`src/rtl/riscv_pkg.sv`:
```
`default_nettype none
// ============================================================================
// Module   : riscv_pkg
// Brief    : Shared RISC-V core constants: datapath width, reset PC, opcodes.
// Revision : 1.0
// ============================================================================
package riscv_pkg;

    localparam int          XLEN             = 32;
    localparam logic [31:0] DEFAULT_RESET_PC = 32'h0000_0000;

    localparam logic [6:0]  OPC_LOAD         = 7'b000_0011;
    localparam logic [6:0]  OPC_OP_IMM       = 7'b001_0011;
    localparam logic [6:0]  OPC_AUIPC        = 7'b001_0111;
    localparam logic [6:0]  OPC_STORE        = 7'b010_0011;
    localparam logic [6:0]  OPC_OP           = 7'b011_0011;
    localparam logic [6:0]  OPC_LUI          = 7'b011_0111;
    localparam logic [6:0]  OPC_BRANCH       = 7'b110_0011;
    localparam logic [6:0]  OPC_JALR         = 7'b110_0111;
    localparam logic [6:0]  OPC_JAL          = 7'b110_1111;
    localparam logic [6:0]  OPC_SYSTEM       = 7'b111_0011;

    localparam logic [31:0] INSTR_NOP        = 32'h0000_0013;

endpackage
`default_nettype wire

```
`src/rtl/instr_fetch_unit_if.sv`:
```
`default_nettype none
// ============================================================================
// Module   : instr_fetch_unit_if
// Brief    : Fetch-unit bundle: imem request/response, redirect and decode side.
// Revision : 1.0
// ============================================================================
interface instr_fetch_unit_if #(
    parameter int XLEN = riscv_pkg::XLEN
);
    logic            imem_req_valid;
    logic            imem_req_ready;
    logic [XLEN-1:0] imem_req_addr;
    logic            imem_rsp_valid;
    logic [31:0]     imem_rsp_data;
    logic            redirect_valid;
    logic [XLEN-1:0] redirect_pc;
    logic            out_valid;
    logic            out_ready;
    logic [31:0]     out_instr;
    logic [XLEN-1:0] out_pc;

    modport master (
        output imem_req_valid, imem_req_addr,
        input  imem_req_ready, imem_rsp_valid, imem_rsp_data,
        input  redirect_valid, redirect_pc,
        output out_valid, out_instr, out_pc,
        input  out_ready
    );

    modport slave (
        input  imem_req_valid, imem_req_addr,
        output imem_req_ready, imem_rsp_valid, imem_rsp_data,
        output redirect_valid, redirect_pc,
        input  out_valid, out_instr, out_pc,
        output out_ready
    );
endinterface
`default_nettype wire

```
`src/rtl/fetch_fifo.sv`:
```
`default_nettype none
// ============================================================================
// Module   : fetch_fifo
// Brief    : Synchronous FIFO with count and single-cycle flush.
// Revision : 1.0
// ============================================================================
module fetch_fifo #(
    parameter  int WIDTH = 32,
    parameter  int DEPTH = 4,
    localparam int AW    = $clog2(DEPTH),
    localparam int CW    = $clog2(DEPTH + 1)
) (
    input  wire logic             clk,
    input  wire logic             rst,
    input  wire logic             i_flush,
    input  wire logic             i_push,
    input  wire logic [WIDTH-1:0] i_push_data,
    input  wire logic             i_pop,
    output logic      [WIDTH-1:0] o_pop_data,
    output logic                  o_full,
    output logic                  o_empty,
    output logic      [CW-1:0]    o_count
);
    logic [WIDTH-1:0] r_mem [DEPTH];
    logic [AW-1:0]    r_wr_ptr;
    logic [AW-1:0]    r_rd_ptr;
    logic [CW-1:0]    r_count;
    logic             w_push;
    logic             w_pop;

    assign o_full     = (r_count == CW'(DEPTH));
    assign o_empty    = (r_count == '0);
    assign o_count    = r_count;
    assign o_pop_data = r_mem[r_rd_ptr];
    assign w_push     = i_push && !o_full;
    assign w_pop      = i_pop && !o_empty;

    always_ff @(posedge clk) begin
        if (rst || i_flush) begin
            r_wr_ptr <= '0;
            r_rd_ptr <= '0;
            r_count  <= '0;
        end else begin
            if (w_push) r_wr_ptr <= r_wr_ptr + 1'b1;
            if (w_pop)  r_rd_ptr <= r_rd_ptr + 1'b1;
            r_count <= r_count + CW'(w_push) - CW'(w_pop);
        end
    end

    // Storage needs no reset: the pointers alone define validity.
    always_ff @(posedge clk) begin
        if (w_push) r_mem[r_wr_ptr] <= i_push_data;
    end
endmodule
`default_nettype wire

```
`src/rtl/instr_fetch_unit.sv`:
```
`default_nettype none
// ============================================================================
// Module   : instr_fetch_unit
// Brief    : In-order fetch front end: PC, credit-limited imem requests, prefetch queue, redirect flush.
// Revision : 1.0
// ============================================================================
module instr_fetch_unit #(
    parameter int              XLEN     = riscv_pkg::XLEN,
    parameter int              DEPTH    = 4,
    parameter logic [XLEN-1:0] RESET_PC = XLEN'(riscv_pkg::DEFAULT_RESET_PC)
) (
    input wire logic          clk,
    input wire logic          rst,
    instr_fetch_unit_if.master bus
);
    import riscv_pkg::*;

    localparam int CW = $clog2(DEPTH + 1);
    localparam int OW = XLEN + 32;

    logic [XLEN-1:0] r_pc;
    logic [CW-1:0]   r_pending;
    logic [CW-1:0]   r_drop;

    logic            w_req_fire;
    logic            w_rsp;
    logic            w_out_fire;
    logic            w_discard;
    logic [CW:0]     w_credit_used;
    logic [XLEN-1:0] w_tag;
    logic [OW-1:0]   w_out_data;
    logic            w_out_empty;
    logic [CW-1:0]   w_out_count;
    logic            w_tag_full;
    logic            w_tag_empty;
    logic [CW-1:0]   w_tag_count;
    logic            w_out_full;
    logic            w_unused;

    assign w_credit_used      = {1'b0, r_pending} + {1'b0, w_out_count};
    assign bus.imem_req_valid = !rst && (w_credit_used < (CW+1)'(DEPTH));
    assign bus.imem_req_addr  = {r_pc[XLEN-1:2], 2'b00};

    assign w_req_fire = bus.imem_req_valid && bus.imem_req_ready;
    assign w_rsp      = bus.imem_rsp_valid;
    assign w_out_fire = bus.out_valid && bus.out_ready;
    // A redirect kills the response of its own cycle as well as older stale ones.
    assign w_discard  = bus.redirect_valid || (r_drop != '0);

    assign bus.out_valid = !rst && !w_out_empty;
    assign bus.out_pc    = bus.out_valid ? w_out_data[OW-1:32] : '0;
    assign bus.out_instr = bus.out_valid ? w_out_data[31:0]    : '0;

    assign w_unused = ^{w_tag_full, w_tag_empty, w_tag_count, w_out_full, bus.redirect_pc[1:0]};

    always_ff @(posedge clk) begin
        if (rst) begin
            r_pc      <= RESET_PC;
            r_pending <= '0;
            r_drop    <= '0;
        end else begin
            r_pending <= r_pending + CW'(w_req_fire) - CW'(w_rsp);
            if (bus.redirect_valid) begin
                r_pc   <= {bus.redirect_pc[XLEN-1:2], 2'b00};
                r_drop <= r_pending + CW'(w_req_fire) - CW'(w_rsp);
            end else begin
                if (w_req_fire)                  r_pc   <= r_pc + XLEN'(4);
                if (w_rsp && (r_drop != '0))     r_drop <= r_drop - 1'b1;
            end
        end
    end

    fetch_fifo #(
        .WIDTH (XLEN),
        .DEPTH (DEPTH)
    ) u_tag_q (
        .clk         (clk),
        .rst         (rst),
        .i_flush     (1'b0),
        .i_push      (w_req_fire),
        .i_push_data (r_pc),
        .i_pop       (w_rsp),
        .o_pop_data  (w_tag),
        .o_full      (w_tag_full),
        .o_empty     (w_tag_empty),
        .o_count     (w_tag_count)
    );

    fetch_fifo #(
        .WIDTH (OW),
        .DEPTH (DEPTH)
    ) u_out_q (
        .clk         (clk),
        .rst         (rst),
        .i_flush     (bus.redirect_valid),
        .i_push      (w_rsp && !w_discard),
        .i_push_data ({w_tag, bus.imem_rsp_data}),
        .i_pop       (w_out_fire),
        .o_pop_data  (w_out_data),
        .o_full      (w_out_full),
        .o_empty     (w_out_empty),
        .o_count     (w_out_count)
    );
endmodule
`default_nettype wire

```
`src/flat_wrapper.sv`:
```
// flat-port wrapper written by rule: the top's interface ports become plain ports
module instr_fetch_unit_flat import riscv_pkg::*;
#(
    parameter int              XLEN     = riscv_pkg::XLEN,
    parameter int              DEPTH    = 4,
    parameter logic [XLEN-1:0] RESET_PC = XLEN'(riscv_pkg::DEFAULT_RESET_PC)
)
  (clk, rst, bus_imem_req_valid, bus_imem_req_addr, bus_imem_req_ready, bus_imem_rsp_valid, bus_imem_rsp_data, bus_redirect_valid, bus_redirect_pc, bus_out_valid, bus_out_instr, bus_out_pc, bus_out_ready);
  instr_fetch_unit_if #(.XLEN(XLEN)) bus_i ();
  input wire logic clk;
  input wire logic rst;
  output wire logic [$bits(bus_i.imem_req_valid)-1:0] bus_imem_req_valid;
  output wire logic [$bits(bus_i.imem_req_addr)-1:0] bus_imem_req_addr;
  input wire logic [$bits(bus_i.imem_req_ready)-1:0] bus_imem_req_ready;
  input wire logic [$bits(bus_i.imem_rsp_valid)-1:0] bus_imem_rsp_valid;
  input wire logic [$bits(bus_i.imem_rsp_data)-1:0] bus_imem_rsp_data;
  input wire logic [$bits(bus_i.redirect_valid)-1:0] bus_redirect_valid;
  input wire logic [$bits(bus_i.redirect_pc)-1:0] bus_redirect_pc;
  output wire logic [$bits(bus_i.out_valid)-1:0] bus_out_valid;
  output wire logic [$bits(bus_i.out_instr)-1:0] bus_out_instr;
  output wire logic [$bits(bus_i.out_pc)-1:0] bus_out_pc;
  input wire logic [$bits(bus_i.out_ready)-1:0] bus_out_ready;
  assign bus_imem_req_valid = bus_i.imem_req_valid;
  assign bus_imem_req_addr = bus_i.imem_req_addr;
  assign bus_i.imem_req_ready = bus_imem_req_ready;
  assign bus_i.imem_rsp_valid = bus_imem_rsp_valid;
  assign bus_i.imem_rsp_data = bus_imem_rsp_data;
  assign bus_i.redirect_valid = bus_redirect_valid;
  assign bus_i.redirect_pc = bus_redirect_pc;
  assign bus_out_valid = bus_i.out_valid;
  assign bus_out_instr = bus_i.out_instr;
  assign bus_out_pc = bus_i.out_pc;
  assign bus_i.out_ready = bus_out_ready;
  instr_fetch_unit #(.XLEN(XLEN), .DEPTH(DEPTH), .RESET_PC(RESET_PC)) u_core (.clk(clk), .rst(rst), .bus(bus_i));
endmodule
```
`config.mk`:
```
export PLATFORM = sky130hd
export DESIGN_NAME = instr_fetch_unit_flat
export DESIGN_NICKNAME = d
export VERILOG_FILES = /design/src/rtl/riscv_pkg.sv /design/src/rtl/instr_fetch_unit_if.sv /design/src/rtl/fetch_fifo.sv /design/src/rtl/instr_fetch_unit.sv /design/src/flat_wrapper.sv
export SDC_FILE = /design/constraint.sdc
export NUM_CORES = 1
export LEC_CHECK = 0
export CAP_MARGIN = 20
export CORE_MARGIN = 2
export CORE_UTILIZATION = 50
export CTS_CLUSTER_DIAMETER = 150
export DETAILED_ROUTE_END_ITERATION = 10
export GPL_TIMING_DRIVEN = 0
export HOLD_SLACK_MARGIN = 0.06
export PLACE_DENSITY_LB_ADDON = 0.12
export SLEW_MARGIN = 5
export SYNTH_ARGS = -nofsm -noshare
export SYNTH_HDL_FRONTEND = slang
export SYNTH_SLANG_ARGS = --single-unit
```
`constraint.sdc`:
```
create_clock -name clk -period 4.48 [get_ports clk]
set_clock_uncertainty 0.2 [all_clocks]
set_input_delay 0.896 -clock clk [delete_from_list [all_inputs] [get_ports clk]]
set_output_delay 0.896 -clock clk [all_outputs]
set_load 0.05 [all_outputs]
```
# Word level (Yosys, flattened, before mapping)
# Memory sizes are Yosys's and may differ from the RTL's. A register that Yosys moved wholly into a read port is not among the register bits.
# Index checks and enable logic that the tools add are counted.
# totals
input_bits	70
ramBits	384
word_cells	66
regBits	52
n_memories	2
out_inout_bits	98
# classes
add_sub_neg	13
muxes	14
magnitude_cmp	1
n_eq_ne	2
n_reduce_logical	24
# mem_list
memory	depth	word_bits	rd	rd_ports_with_merged_regs	write_ports	line	rtl
u_core.u_out_q.r_mem	4	64	1	1	1	fetch_fifo.sv:24	logic [WIDTH-1:0] r_mem [DEPTH];
u_core.u_tag_q.r_mem	4	32	1	1	1	fetch_fifo.sv:24	
# ops
op	n
$mux 32	4
$add 32x3->32 const B	1
$logic_and 1x1->1	10
$add 3x1->3	3
$sub 3x1->3	3
$add 2x1->2 const B	4
$mux 2	4
$eq 3x3->1 const B	2
$logic_not 1->1	6
$logic_not 3->1	2
$mux 3	2
$add 3x3->4	1
$lt 4x3->1 const B	1
$mux 1	4
$reduce_bool 2->1	2
$reduce_bool 3->1	1
$sub 3x1->3 const B	1
$logic_or 1x1->1	2
$reduce_or 2->1	1

# Depth between registers and ports, before layout
# Gate-level depths: netlist of the first run.
# logic_depth
depth_word	7
ltp_mapped	12

# Modules after synthesis
# A second synthesis of the first run with hierarchy kept.
# unflattened
hier_cells	946
area_unflattened_um2	17466.8
# by_module_without_submodules
module	cells_each	area_each_um2	instances
fetch_fifo (u_core.u_out_q)	384	9724.3	1
fetch_fifo (u_core.u_tag_q)	217	5089.9	1
instr_fetch_unit	345	2652.5	1

# Worst setup path after synthesis of the first run
# Ideal clock, no wire load.
# synth_path
kind	input -> register
from	input port bus_redirect_valid
to	memory u_core.u_out_q.r_mem[1][0] in the netlist's numbering, enable pin
t_arrival_ns	3.399
setup_time_ns	0.426
slack_ns	0.455
stages	3
cell_sequence	clkbuf_1 > a2111oi_1 > and2_1
# synth_via
elab_chain_cells	6
# synth_lines
item	line	rtl
start, declared	flat_wrapper.sv:17	input wire logic [$bits(bus_i.redirect_valid)-1:0] bus_redirect_valid;
$logic_or 1x1->1	instr_fetch_unit.sv:48	assign w_discard = bus.redirect_valid || (r_drop != '0);
$logic_not 1->1	instr_fetch_unit.sv:96	.i_push (w_rsp && !w_discard),
$logic_and 1x1->1	instr_fetch_unit.sv:96	
$logic_and 1x1->1	fetch_fifo.sv:35	assign w_push = i_push && !o_full;
$mux 1	fetch_fifo.sv:52	if (w_push) r_mem[r_wr_ptr] <= i_push_data;
$mux 1 (not written as such)	fetch_fifo.sv:52	
end, declared	fetch_fifo.sv:24	
# Every way passes these cells.

# Worst setup path in the final report of the first run
# layout_path
from	input port rst
to	output port bus_out_instr[10]
# layout_via
elab_chain_cells	3
# layout_lines
item	line	rtl
start, declared	flat_wrapper.sv:11	input wire logic rst;
$logic_not 1->1	instr_fetch_unit.sv:50	assign bus.out_valid = !rst && !w_out_empty;
$logic_and 1x1->1	instr_fetch_unit.sv:50	
$mux 32	instr_fetch_unit.sv:52	assign bus.out_instr = bus.out_valid ? w_out_data[31:0] : '0;
end, declared	flat_wrapper.sv:20	output wire logic [$bits(bus_i.out_instr)-1:0] bus_out_instr;
# Every way passes these cells.

==> results of run 1 <==
Yosys cell counts, drive strengths merged (2+ instances only):
library cell	number	share of area [%]
edfxtp	368	65
mux4	92	12
and2	76	2.8
dfxtp	54	6.4
nor2	38	0.84
clkbuf	33	0.73
inv	32	0.71
nand3	21	0.62
buf	19	0.58
ha	19	1.4
nand2	17	0.38
xnor2	14	0.73
or4	13	0.60
a211oi	11	0.49
nand4	10	0.37
a2111oi	8	0.47
a311oi	8	0.41
nor2b	8	0.30
o21ai	8	0.24
and3	7	0.26
nor3	7	0.21
nor4	7	0.30
nor4b	7	0.36
and4	6	0.31
or3	6	0.22
a21oi	5	0.15
a22oi	4	0.18
or2	4	0.15
xor2	4	0.21
a221oi	3	0.16
fa	3	0.36
mux2i	3	0.18
nor3b	3	0.13
o211ai	3	0.13
o21a	3	0.13
o21bai	3	0.13
o31ai	3	0.13
a31oi	2	0.074
a32o	2	0.12
nand2b	2	0.074
o31a	2	0.10
worst paths after layout:
check | endpoint | depth (start not counted) | startpoint | slack, ns
worst max-delay path | bus_out_instr[10] | 6 | rst | 0.12
worst max register to register | u_core.u_tag_q.o_count[2]$_SDFF_PP0_ | 12 | u_core.u_out_q.o_count[2]$_SDFF_PP0_ | 0.95
worst min-delay path | u_core.u_tag_q.r_rd_ptr[1]$_SDFFE_PP0P_ | 2 | u_core.u_tag_q.r_rd_ptr[1]$_SDFFE_PP0P_ | 0.33
worst min register to register | u_core.u_tag_q.r_rd_ptr[1]$_SDFFE_PP0P_ | 2 | u_core.u_tag_q.r_rd_ptr[1]$_SDFFE_PP0P_ | 0.33
power by group:
part | switching [W] | total, W | leakage [nW] | internal (W)
clock network | 0.00139 | 0.00346 | 0.662 | 0.00207
registers | 0.000122 | 0.00472 | 3.79 | 0.00460
logic | 0.000676 | 0.00118 | 2.40 | 0.000506
per-stage QoR:
step | utilization (%) | std cells | hold slack (ns) | power [W] | setup TNS [ns]
4_1_cts | 61.59 | 1637 | 0.3489 | 0.009453 | 0
5_1_grt | 61.62 | 1637 | 0.3584 | 0.009720 | 0
3_5_place_dp | 57.56 | 1562 | 0.3300 | 0.006005 | -37.48
2_1_floorplan | - | 947 | 0.2847 | 0.005574 | 0
3_3_place_gp | 57.09 | 1556 | 0.3031 | 0.005955 | -524.10
6_report | 61.62 | 1637 | 0.3327 | 0.009361 | 0
registers in the layout, summed over array words and instances, names as in the netlist, named ones only:
signal / count
u_core.u_out_q.o_count: 3
u_core.r_drop: 3
u_core.u_out_q.r_mem: 248
u_core.u_out_q.r_wr_ptr: 2
u_core.u_out_q.r_rd_ptr: 2
u_core.u_tag_q.r_mem: 120
u_core.r_pc: 30
u_core.r_pending: 3
u_core.u_tag_q.r_rd_ptr: 2
u_core.u_tag_q.o_count: 3
u_core.u_tag_q.r_wr_ptr: 2
metal layers:
layer  up-vias  global-route usage (%)  wire length, um
li1       4191                       -                -
met1      4632                   28.28            15460
met2       310                   31.99            16550
met3        55                   3.069             1801
met4         0                   5.058              627
met5         -                       0                0
worst min-delay path, delay by kind of cell, from the launching register on:
family | cells | cell delay (ns)
AND/OR/NAND/NOR | 1 | 0.10
flip-flops | 1 | 0.32
XOR/XNOR | 1 | 0.07
logic make-up (layout without fill, tap and decap cells):
group | Yosys count | in the layout | synth area share [%]
adders and majority gates | 22 | 22 | 1.761
buffers and inverters | 85 | 327 | 2.049
AOI/OAI and AO/OA | 68 | 68 | 3.085
DFF | 422 | 422 | 71.73
xor gates and xnor gates | 18 | 18 | 0.9322
other | 1 | 4 | 0.02217
and+or+nand+nor | 233 | 233 | 7.990
muxes | 95 | 95 | 12.43
what timing repair did:
item,4_1_cts,5_1_grt
setup endpoints to repair,63,32
resized for setup,75,19
hold buffers,0,0
layout make-up:
type                    count  area, sq um  area share, %
plain buffers              51        267.8          1.299
flip-flops and latches    422        12130          58.86
clock buffers              55         1164          5.646
well taps                 448        560.5          2.720
clock inverters            21        211.5          1.026
multi-input cells         440         4468          21.68
repair buffers            167         1684          8.171
inverters                  33        123.9         0.6010
==> impl_metrics.py, run 1 <==
metrics = {
    "clock_network": {
        "cts.sinks": 422,
        "path_clk_slew_ns": 0.06,
        "cts_tree": "yes",
        "clk_root_buffer_cell": "clkbuf_16",
        "cts_setup_buffers": 0,
        "cts-buffers-inserted": 43,
        "clockBufferDepth": 3,
        "cts_max_level": 2,
        "insertion_delay_ns": 0.53,
    },
    "placed_design": {
        "dp_hpwl_um": 22160,
        "finalWeightedCongestion": 0.8785,
        "post-place-ws_ns": -0.7751,
        "port_buffers": 161,
        "placed_area_sq_mm": 0.01925,
    },
    "worst_setup_path": {
        "path_common_cell": "clkbuf_1",
        "required_ns": 3.38,
        "crit_slowest_cell": "clkdlybuf4s50_1",
        "crit_buf_inv": 4,
        "arrival_ns": 3.26,
        "cp-start-kind": "input port",
        "crit_fanout": 10,
        "slowest_delay_ns": 0.56,
        "cp_cell_sequence": "clkdlybuf4s50_1, clkbuf_1, nor2_4, clkbuf_1, and2_1, dlygate4sd2_1",
        "worstSetupEndpointType": "primary output",
        "crit_type": "in2out",
        "crit_family": "buffers and inverters",
    },
    "synth": {
        "yosys.cell_types.count": 55,
        "synth-main-ff-cell": "edfxtp_1",
        "ys_seq_area_share_pct": 71.73,
        "yosys_warnings": 0,
        "syn_inst": 944,
        "synth-edff-count": 368,
        "syn_area_sq_mm": 0.01691,
        "syn_area_per_cell_sq_um": 17.92,
        "synthArstFlopShare_pct": 0,
        "ys_ff_latch": 422,
    },
    "run_status": {
        "status": "finished clean",
    },
    "floorplanning": {
        "start_util_pct": 50.56,
        "die_w_um": 187.9,
        "placementRows": 67,
        "core_area_sq_mm": 0.03345,
        "die_h_um": 187.9,
        "die-area_sq_mm": 0.03531,
        "ios": 168,
    },
    "cells_and_area": {
        "final_nets": 1250,
        "area_growth_pct": 21.87,
        "fill_cells": 2448,
        "layout-drive-gt1-share_pct": 15.98,
        "final_cell_area_sq_mm": 0.02061,
        "layout_common_cells": "edfxtp_1, clkdlybuf4s50_1, mux4_2",
        "antenna_cells": 0,
        "layout.cells.most_common": "edfxtp_1",
    },
    "timing": {
        "rsz0062_at_grt": "false",
        "finalHoldViolCount": 0,
        "min_period_ns": 4.355,
        "drv_slew": 0,
        "slew_headroom_pct": 36.24,
        "fmax_mhz": 229.6,
        "tightest_slew_ns": 0.9565,
        "setup_viol": 0,
        "fin_crit_sh_pct": 97.21,
        "setup_ws_ns": 0.1249,
    },
    "global_routing": {
        "grt_use_total_pct": 19.71,
        "gr-total-overflow": 0,
        "grt_max_degree": 48,
        "antenna_found_initial": 0,
        "grt_pass1_vias": 9369,
        "grt_pass1_wl_um": 53680,
    },
    "run": {
        "cap_violations": 0,
    },
    "route": {
        "dr.pass1.iters": 4,
        "drc": 0,
        "vias_per_cell": 5.613,
        "vias": 9188,
        "drtAntennaViolNets": 0,
        "wirelength_um": 34440,
        "drtIter0Drc": 522,
        "wl_per_cell_um": 21.04,
    },
    "pwr": {
        "leakagePower_nw": 6.854,
        "powerDensity_mw_per_mm2": 454.2,
        "peakVddDrop_mv": 0.2263,
    },
    "min_path": {
        "hp-class": "reg2reg",
    },
}
(Power assumes the default switching activity.)
==> inputs of run 2 (changes only) <==
CTS_CLUSTER_SIZE = 14   (was not set)
clock period = 4.3 ns   (was 4.48 ns; I/O delays follow)
==> impl_metrics.py, run 2 (synthesized netlist as in run 1, its figures left out) <==
metrics = {
    "pwr": {
        "clockPowerShare_pct": 32.0,
        "peakVddDrop_mv": 0.2166,
        "leakagePower_nw": 6.562,
        "p_total_w": 0.009042,
        "pwr-share-seq_pct": 54.4,
        "p_int_w": 0.006884,
        "powerDensity_mw_per_mm2": 450.3,
        "p_switching_w": 0.002157,
        "comb_power_share_pct": 13.6,
        "swShare_pct": 23.86,
    },
    "floorplanning": {
        "ios": 168,
        "placementRows": 67,
        "die-area_sq_mm": 0.03531,
        "core_area_sq_mm": 0.03345,
        "die_h_um": 187.9,
        "start_util_pct": 50.56,
        "die_w_um": 187.9,
    },
    "timing": {
        "rsz0062_at_grt": "false",
        "setup_tns_ns": 0,
        "fmax_mhz": 237.0,
        "min_period_ns": 4.219,
        "setup_ws_ns": 0.08113,
        "drv_slew": 0,
        "holdWs_ns": 0.3406,
        "tightest_slew_ns": 0.9737,
        "finalHoldViolCount": 0,
        "slew_headroom_pct": 35.09,
        "setup_viol": 0,
        "fin_crit_sh_pct": 98.11,
    },
    "cells_and_area": {
        "antenna_cells": 0,
        "layout-drive-gt1-share_pct": 18.73,
        "seqCellArea_sq_mm": 0.01213,
        "largest_register_ffs": 248,
        "largest-register": "u_core.u_out_q.r_mem",
        "final_nets": 1243,
        "layout.cells.most_common": "edfxtp_1",
        "multi_input_area_sq_mm": 0.004468,
        "fill_cells": 2507,
        "reg_top3": "u_core.u_out_q.r_mem: 248 flops, u_core.u_tag_q.r_mem: 120 flops, u_core.r_pc: 30 flops",
        "area_growth_pct": 18.73,
        "layout_common_cells": "edfxtp_1, clkdlybuf4s50_1, mux4_2",
        "final_cell_count_no_fill": 1612,
    },
    "global_routing": {
        "antenna_found_initial": 0,
        "grtUsageMet1_pct": 28.21,
        "grt_pass1_wl_um": 53220,
        "grt_max_degree": 48,
        "use_met3_pct": 2.920,
        "grt-busiest-layer": "met2",
        "grt_use_total_pct": 19.68,
        "gr-total-overflow": 0,
        "grt_pass1_vias": 9221,
        "use_met2_pct": 31.94,
    },
    "placed_design": {
        "dp.cells": 1562,
        "port_buffers": 161,
        "finalWeightedCongestion": 0.8785,
        "post-place-ws_ns": -0.8831,
        "dp_hpwl_um": 22160,
    },
    "worst_setup_path": {
        "crit_start": "rst",
        "crit_fanout": 10,
        "r2r_cells": 12,
        "r2r_end": "u_core.u_tag_q.o_count[2]$_SDFF_PP0_",
        "r2r_start": "u_core.u_out_q.o_count[2]$_SDFF_PP0_",
        "arrival_ns": 3.16,
        "crit_path_end": "bus_out_instr[31]",
        "required_ns": 3.24,
        "worstSetupEndpointType": "primary output",
        "cp-start-kind": "input port",
        "r2r_slack_ns": 0.77,
        "crit_type": "in2out",
    },
    "min_path": {
        "hp-class": "reg2reg",
    },
    "clock_network": {
        "cts_max_level": 2,
        "cts_tree": "yes",
        "cts_setup_buffers": 0,
        "cts-buffers-inserted": 36,
        "cts_hold_buffers": 0,
        "clk_root_buffer_cell": "clkbuf_16",
        "path_clk_slew_ns": 0.07,
        "clockBufferDepth": 3,
        "cts.sinks": 422,
        "insertion_delay_ns": 0.52,
    },
    "route": {
        "wirelength_um": 34300,
        "drtAntennaViolNets": 0,
        "drc": 0,
        "drtIter0Drc": 580,
        "wl_per_cell_um": 21.28,
        "dr.pass1.iters": 4,
        "vias": 9157,
        "vias_per_cell": 5.681,
    },
    "run": {
        "cap_violations": 0,
    },
    "run_status": {
        "status": "finished clean",
    },
}
run 2: cell count changes in the layout (fill, tap and decap cells not counted), sizes merged:
cell,previous run,this run
clkinv,14,2
clkdlybuf4s18,0,1
clkinvlp,3,0
clkdlybuf4s15,18,16
inv,33,32
dlymetal6s2s,0,2
clkdlybuf4s50,101,99
dlygate4sd2,47,6
bufinv,4,0
clkbuf,89,126
run 2: how the worst min path moves through the flow:
stage,startpoint,to,cells past startpoint
detailed placement,u_core.u_tag_q.r_rd_ptr[1]$_SDFFE_PP0P_,flop,2
finish,u_core.u_tag_q.r_rd_ptr[1]$_SDFFE_PP0P_,u_core.u_tag_q.r_rd_ptr[1]$_SDFFE_PP0P_,2
global route,u_core.u_tag_q.r_rd_ptr[1]$_SDFFE_PP0P_,u_core.u_tag_q.r_rd_ptr[1]$_SDFFE_PP0P_,2
global placement,u_core.u_tag_q.r_rd_ptr[1]$_SDFFE_PP0P_,flop,2
floorplan,u_core.u_tag_q.r_rd_ptr[1]$_SDFFE_PP0P_,flop,2
CTS,u_core.u_tag_q.r_rd_ptr[1]$_SDFFE_PP0P_,u_core.u_tag_q.r_rd_ptr[1]$_SDFFE_PP0P_,2
run 2: critical path, stage by stage:
cell             delay (ns)
clkdlybuf4s50_1        0.56
clkbuf_1               0.35
nor2_4                 0.38
and2_1                 0.20
clkdlybuf4s50_1        0.80
run 2: metal layers:
metal / up-vias / part of all wire, % / wire length [um]
li1: 4155 / - / -
met1: 4678 / 45 / 15490
met2: 277 / 48 / 16380
met3: 47 / 5.1 / 1766
met4: 0 / 1.9 / 667
met5: - / 0 / 0
run 2: cell type report:
type                            instances  area share [%]
Multi-Input combinational cell        440           22.25
Sequential cell                       422           60.42
Tap cell                              448           2.791
Clock buffer                           50           4.854
Timing Repair Buffer                  167           7.652
Clock inverter                          1         0.08100
Inverter                               33          0.6169
Buffer                                 51           1.333
run 2: power groups by stage:
stage	sequential, W	combinational, W	clock, W
6_report	0.00492	0.00123	0.00290
5_1_grt	0.00494	0.00134	0.00311
4_1_cts	0.00492	0.00125	0.00296
3_5_place_dp	0.00501	0.00125	0
3_3_place_gp	0.00501	0.00120	0
2_1_floorplan	0.00503	0.000773	0
run 2: repair_timing:
item | in CTS | in global routing
resized for setup | 108 | 77
pin swaps | 0 | 0
cloned | 0 | 0
endpoints found under the setup margin | 63 | 49
run 2: per-stage QoR:
stage / utilization [%] / instance area, sq um
2_1_floorplan: - / 16920
3_3_place_gp: 57.09 / 19100
3_5_place_dp: 57.56 / 19250
4_1_cts: 60.57 / 20260
5_1_grt: 60.03 / 20080
6_report: 60.03 / 20080
